**src/rtl/decode_stage_pipe.sv**
```systemverilog
// -----------------------------------------------------------------------------
// decode_stage_pipe
//
// Instruction-decode stage for the RISC pipeline. It holds the general register
// file and the ID/EX pipeline register. A small FSM assembles two-word
// (LDM-class) instructions. The header word is captured first and the bundle
// issues when the immediate word arrives. Load-use stalls and flushes from the
// hazard/control logic are also handled here.
//
// Ports
//   clk, rst            rising-edge clock, synchronous active-high reset
//   instr_in            instruction or immediate word from IF/ID
//   instr_valid         instr_in carries a real word this cycle
//   load_use            hazard stall request (bubble, hold fetch)
//   flush               squash request (branch taken, interrupt, ret/rti)
//   wb_en/addr/data     register write-back port from WB
//   fetch_hold          hold PC and IF/ID this cycle (follows load_use)
//   imm_pending         FSM is waiting for an immediate word
//   ex_*                registered operand bundle for EX, qualified by ex_valid
//
// Build option
//   DECODE_WB_BYPASS_EN  when defined, a read port whose address matches an
//                        active write-back returns wb_data in the same cycle.
//                        When undefined, the new value is visible one cycle
//                        later.
// -----------------------------------------------------------------------------
module decode_stage_pipe #(
    parameter int WIDTH = 16,
    parameter int NREGS = 8,
    parameter int RA_W  = $clog2(NREGS),
    parameter int OPC_W = 5,
    parameter logic [OPC_W-1:0] IMM_OPC = 5'b11000
) (
    input  logic             clk,
    input  logic             rst,
    input  logic [WIDTH-1:0] instr_in,
    input  logic             instr_valid,
    input  logic             load_use,
    input  logic             flush,
    input  logic             wb_en,
    input  logic [RA_W-1:0]  wb_addr,
    input  logic [WIDTH-1:0] wb_data,
    output logic             fetch_hold,
    output logic             imm_pending,
    output logic             ex_valid,
    output logic [OPC_W-1:0] ex_opcode,
    output logic [RA_W-1:0]  ex_src_addr,
    output logic [RA_W-1:0]  ex_dst_addr,
    output logic [WIDTH-1:0] ex_op1,
    output logic [WIDTH-1:0] ex_op2,
    output logic [WIDTH-1:0] ex_imm,
    output logic [7:0]       ex_shamt,
    output logic             ex_is_imm
);

    typedef enum logic {
        DECODE = 1'b0,
        IMM    = 1'b1
    } state_t;

    state_t state, state_nxt;

    logic [WIDTH-1:0] regs [NREGS];

    // Field decode of the incoming word
    logic [OPC_W-1:0] dec_opcode;
    logic [RA_W-1:0]  dec_rs;
    logic [RA_W-1:0]  dec_rd;
    logic [7:0]       dec_shamt;

    assign dec_opcode = instr_in[WIDTH-1 -: OPC_W];
    assign dec_rs     = instr_in[WIDTH-OPC_W-1 -: RA_W];
    assign dec_rd     = instr_in[WIDTH-OPC_W-RA_W-1 -: RA_W];
    assign dec_shamt  = instr_in[7:0];

    // Header of a two-word instruction. Only addresses and static fields are
    // kept. Operands are re-read when the immediate arrives, so a write-back
    // landing during the wait is picked up.
    logic [OPC_W-1:0] hdr_opcode;
    logic [RA_W-1:0]  hdr_rs;
    logic [RA_W-1:0]  hdr_rd;
    logic [7:0]       hdr_shamt;

    // Read ports: decode addresses in DECODE, latched addresses in IMM
    logic [RA_W-1:0]  addr_a;
    logic [RA_W-1:0]  addr_b;
    logic signed [WIDTH-1:0] rdata_a;
    logic signed [WIDTH-1:0] rdata_b;

    assign addr_a = (state == IMM) ? hdr_rs : dec_rs;
    assign addr_b = (state == IMM) ? hdr_rd : dec_rd;

`ifdef DECODE_WB_BYPASS_EN
    function automatic logic [WIDTH-1:0] read_port(
        input logic [WIDTH-1:0] stored,
        input logic [RA_W-1:0]  addr,
        input logic             we,
        input logic [RA_W-1:0]  waddr,
        input logic [WIDTH-1:0] wdata
    );
        if (we && (waddr == addr)) begin
            return wdata;
        end
        return stored;
    endfunction

    assign rdata_a = read_port(regs[addr_a], addr_a, wb_en, wb_addr, wb_data);
    assign rdata_b = read_port(regs[addr_b], addr_b, wb_en, wb_addr, wb_data);
`else
    assign rdata_a = regs[addr_a];
    assign rdata_b = regs[addr_b];
`endif

    // Control decode
    logic accept;
    logic issue_plain;
    logic issue_imm;
    logic capture;

    // A word is consumed only when it is real and neither stall nor flush is active
    assign accept = instr_valid & ~load_use & ~flush;

    always_comb begin
        state_nxt   = state;
        issue_plain = 1'b0;
        issue_imm   = 1'b0;
        capture     = 1'b0;
        if (flush) begin
            state_nxt = DECODE;
        end else if (accept) begin
            case (state)
                DECODE: begin
                    if (dec_opcode == IMM_OPC) begin
                        capture   = 1'b1;
                        state_nxt = IMM;
                    end else begin
                        issue_plain = 1'b1;
                    end
                end
                IMM: begin
                    issue_imm = 1'b1;
                    state_nxt = DECODE;
                end
                default: state_nxt = DECODE;
            endcase
        end
    end

    assign fetch_hold  = load_use;
    assign imm_pending = (state == IMM);

    always_ff @(posedge clk) begin
        if (rst) begin
            state <= DECODE;
        end else begin
            state <= state_nxt;
        end
    end

    always_ff @(posedge clk) begin
        if (rst) begin
            for (int i = 0; i < NREGS; i++) begin
                regs[i] <= '0;
            end
        end else if (wb_en) begin
            regs[wb_addr] <= wb_data;
        end
    end

    always_ff @(posedge clk) begin
        if (capture) begin
            hdr_opcode <= dec_opcode;
            hdr_rs     <= dec_rs;
            hdr_rd     <= dec_rd;
            hdr_shamt  <= dec_shamt;
        end
    end

    // ---- ID/EX boundary (stage p1) ----
    logic                    vld_p1;
    logic [OPC_W-1:0]        opcode_p1;
    logic [RA_W-1:0]         src_p1;
    logic [RA_W-1:0]         dst_p1;
    logic signed [WIDTH-1:0] op1_p1;
    logic signed [WIDTH-1:0] op2_p1;
    logic signed [WIDTH-1:0] imm_p1;
    logic [7:0]              shamt_p1;
    logic                    is_imm_p1;

    always_ff @(posedge clk) begin
        if (rst) begin
            vld_p1    <= 1'b0;
            opcode_p1 <= '0;
            src_p1    <= '0;
            dst_p1    <= '0;
            op1_p1    <= '0;
            op2_p1    <= '0;
            imm_p1    <= '0;
            shamt_p1  <= '0;
            is_imm_p1 <= 1'b0;
        end else begin
            vld_p1 <= issue_plain | issue_imm;
            if (flush) begin
                is_imm_p1 <= 1'b0;
            end else if (issue_plain) begin
                opcode_p1 <= dec_opcode;
                src_p1    <= dec_rs;
                dst_p1    <= dec_rd;
                op1_p1    <= rdata_a;
                op2_p1    <= rdata_b;
                imm_p1    <= '0;
                shamt_p1  <= dec_shamt;
                is_imm_p1 <= 1'b0;
            end else if (issue_imm) begin
                opcode_p1 <= hdr_opcode;
                src_p1    <= hdr_rs;
                dst_p1    <= hdr_rd;
                op1_p1    <= rdata_a;
                op2_p1    <= rdata_b;
                imm_p1    <= instr_in;
                shamt_p1  <= hdr_shamt;
                is_imm_p1 <= 1'b1;
            end
        end
    end

    assign ex_valid    = vld_p1;
    assign ex_opcode   = opcode_p1;
    assign ex_src_addr = src_p1;
    assign ex_dst_addr = dst_p1;
    assign ex_op1      = op1_p1;
    assign ex_op2      = op2_p1;
    assign ex_imm      = imm_p1;
    assign ex_shamt    = shamt_p1;
    assign ex_is_imm   = is_imm_p1;

endmodule

```
**config.mk**
```make
export PLATFORM = sky130hd
export DESIGN_NAME = decode_stage_pipe
export DESIGN_NICKNAME = d
export VERILOG_FILES = /design/src/rtl/decode_stage_pipe.sv
export SDC_FILE = /design/constraint.sdc
export NUM_CORES = 1
export LEC_CHECK = 0
export CORE_AREA = 2 2 135 137
export CTS_CLUSTER_SIZE = 28
export DETAILED_ROUTE_END_ITERATION = 6
export DIE_AREA = 0 0 137 139
export PLACE_DENSITY = 0.8
export SYNTH_ARGS = -nofsm -noshare
export SYNTH_HDL_FRONTEND = slang
export SYNTH_SLANG_ARGS = --single-unit
```
**constraint.sdc**
```tcl
create_clock -name clk -period 2.5 [get_ports clk]
set_input_delay 0.375 -clock clk [delete_from_list [all_inputs] [get_ports clk]]
set_output_delay 0.375 -clock clk [all_outputs]
set_load 0.005 [all_outputs]
```
==> summary.md <==
| Metric | Value |
|---|---|
| Residual DRC | 0 |
| Synth Cell Area | 10410 um2 |
| Wire per inst | 22.00 um |
| Clock buffer depth | 3 |
| Post-layout util | 0.7099 |
| Min Tclk post-route | 2.249 ns |
| Post-CTS sizing | 0 |
| Fmax | 444.6 MHz |
| IO Port Bufs | 111 |
| Rows | 49 |
| Final hold slack | 0.4936 ns |
| Most used DFF post-synth | edfxtp_1 |
| Synth warn | 0 |
| Crit Path Class | register to output pin |
| Netlist cell types | 45 |
| CP required | 2.12 ns |
| GRT Residual Overflow | 0 |
| Max cap viols | 0 |
| Post-DRT Antenna Nets | 0 |
| Max-slew violations | 0 |
| I/O pin count | 112 |
| Endpoints failing setup | 0 |
| Comb pwr share | 0.112 |
| Worst-Skew Late Latency | 0.51 ns |
| Sequential share of power | 0.496 |
| Fraction of layout instances using a drive strength above 1 | 0.1245 |
| Post-synth EDFFs | 144 |
| CTS root buffer | clkbuf_16 |
| Final GP Congestion | 0.7899 |
| Leakage power | 4.702 nW |
| CTS tree | done |
| Pre-antenna DRT Iters | 5 |
| Commonest cells after routing, fill and taps aside | 144 x edfxtp_1, 141 x mux2i_1, 129 x and2_1 |
| CORE AREA | 17660 um2 |
| Initial Utilization | 0.5894 |
| DP HPWL | 15.77 mm |
| All-Layer GR Usage | 0.2727 |
| Power density cells | 644.7 nW/um2 |
| P&R area growth vs syn | 20.44% |
| DR iter-0 viols | 563 |
| Cts hold-fix bufs | 0 |
| Die Y-Extent | 139 um |
| Synth Area per Inst | 12.49 um2 |
| Final setup TNS | 0 ns |
| Sw Pwr | 1.899 mW |
| Number of synthesized register bits | 211 |
| Final worst-path cycle share | 0.8997 |
| Commonest non-fill, non-tap cell in the layout | edfxtp_1 |
| Switching Fraction | 0.2349 |
| # nets final | 989 |
| Vias | 7200 |
| RSZ-0062 raised after global routing | false |
| Crit path capture type | output pin |
| Synth Instances | 833 |
| HP Class | register to register |
| H-tree levels | 1 |
| Clock skew | 0.01991 ns |
| # clock sinks | 211 |
| Clock transition at path regs | 0.06 ns |
| Setup crit start kind | register |
| Status | finished clean |
| Final Hold Fails | 0 |
| Largest net degree at the start of global routing | 68 |
| Critical Path Fanout Max | 13 |
| Post-CTS setup buffers | 0 |
| Vias in the first global route | 7119 |
| Critical path arrival | 1.87 ns |
| Synthesized Nets | 874 |
| Register area share after synthesis | 0.5444 |
| First-pass GRT wire length | 39.94 mm |
| Design Power | 8.081 mW |
| Total Die Area | 19040 um2 |
| Synth async-reset ratio | 0 |
| Area after DPL | 11830 um2 |
| VDD IR max | 0.0004820 V |
| Slew HR | 0.3683 |
| Die Wd | 137 um |
| Pint | 6.183 mW |
| Initial antenna violation count | 0 |
| Tightest Pin Transition | 0.9476 ns |
| Aggregate routed wire length | 26.25 mm |
| Clock Power Share | 0.393 |
| CTS Buf Count | 22 |
| ANT cells | 0 |
| Via density | 6.035 |
| Design area | 12530 um2 |
power groups by stage:
stage / clock, mW / combinational (mW) / sequential, mW
detailed placement: 0 / 0.890 / 4.07
CTS: 3.20 / 0.897 / 4.00
floorplan: 0 / 0.520 / 4.05
global placement: 0 / 0.874 / 4.06
global route: 3.33 / 0.958 / 4.02
finish: 3.17 / 0.902 / 4.01
final cells by class:
class                   instances  area (um2)
clock buffers                  31       625.6
clock inverters                 9       80.08
fillers                      1258        5122
inverters                      36       135.1
multi-input cells             523        4099
flip-flops and latches        211        5667
well taps                     229       286.5
repair buffers                154        1642
through the flow:
stage / worst slack [ns] / instances
after detailed placement: 0.2670 / 1153
final: 0.2506 / 1193
after floorplan: 0.7821 / 833
after CTS: 0.2497 / 1193
after global placement: 0.3027 / 1153
after global routing: 0.1758 / 1193
cells in the mapped netlist (4+ instances only):
library cell | number | share of area
a211oi_2 | 12 | 0.014
buf_6 | 28 | 0.030
dfxtp_1 | 67 | 0.13
nor3_2 | 4 | 0.0038
mux2i_1 | 143 | 0.14
inv_1 | 36 | 0.013
edfxtp_1 | 144 | 0.42
nor2_1 | 40 | 0.014
o31a_1 | 33 | 0.028
o22ai_1 | 64 | 0.038
nand2_1 | 6 | 0.0022
clkbuf_1 | 12 | 0.0043
and2_1 | 129 | 0.078
buf_2 | 10 | 0.0048
or2_2 | 8 | 0.0048
a32oi_1 | 16 | 0.013
a21oi_1 | 33 | 0.016
nor3_1 | 4 | 0.0019
buf_4 | 11 | 0.0079
routing by layer:
layer,GRT usage,share of wire
met5,0,0
met4,0.06837,0.016
met3,0.03838,0.074
met2,0.4438,0.48
met1,0.3861,0.43
sequential cells by signal, indices dropped and copies added, names as in the netlist:
register and flops:
ex_opcode 5, hdr_rs 3, ex_shamt 5, regs 128, hdr_rd 3, hdr_opcode 5
ex_valid 1, hdr_shamt 5, ex_imm 16, ex_op2 16, ex_is_imm 1, ex_op1 16
ex_dst_addr 3, ex_src_addr 3, imm_pending 1
logic make-up (layout without fill, tap and decap cells):
family / count (synthesis) / in the layout / share of synthesized area
buffers and inverters: 99 / 230 / 0.06420
AND/OR/NAND/NOR: 205 / 205 / 0.1194
AO/OA/AOI/OAI: 175 / 175 / 0.1345
multiplexers: 143 / 143 / 0.1375
flip-flops: 211 / 211 / 0.5444
final timing paths:
path / start / to / slack (ns) / cells after the start
setup / recovery: imm_pending / imm_pending / 0.25 / 2
setup reg to reg: imm_pending / ex_op2[4] / 0.36 / 5
hold / removal: ex_imm[11] / ex_imm[11] / 0.49 / 2
hold reg to reg: ex_imm[11] / ex_imm[11] / 0.49 / 2
critical path, stage by stage (launching register included):
cell,delay [ns]
dfxtp_2,0.58
buf_4,0.26
clkdlybuf4s50_1,0.52
No activity file was read; power rests on OpenSTA's default activity.
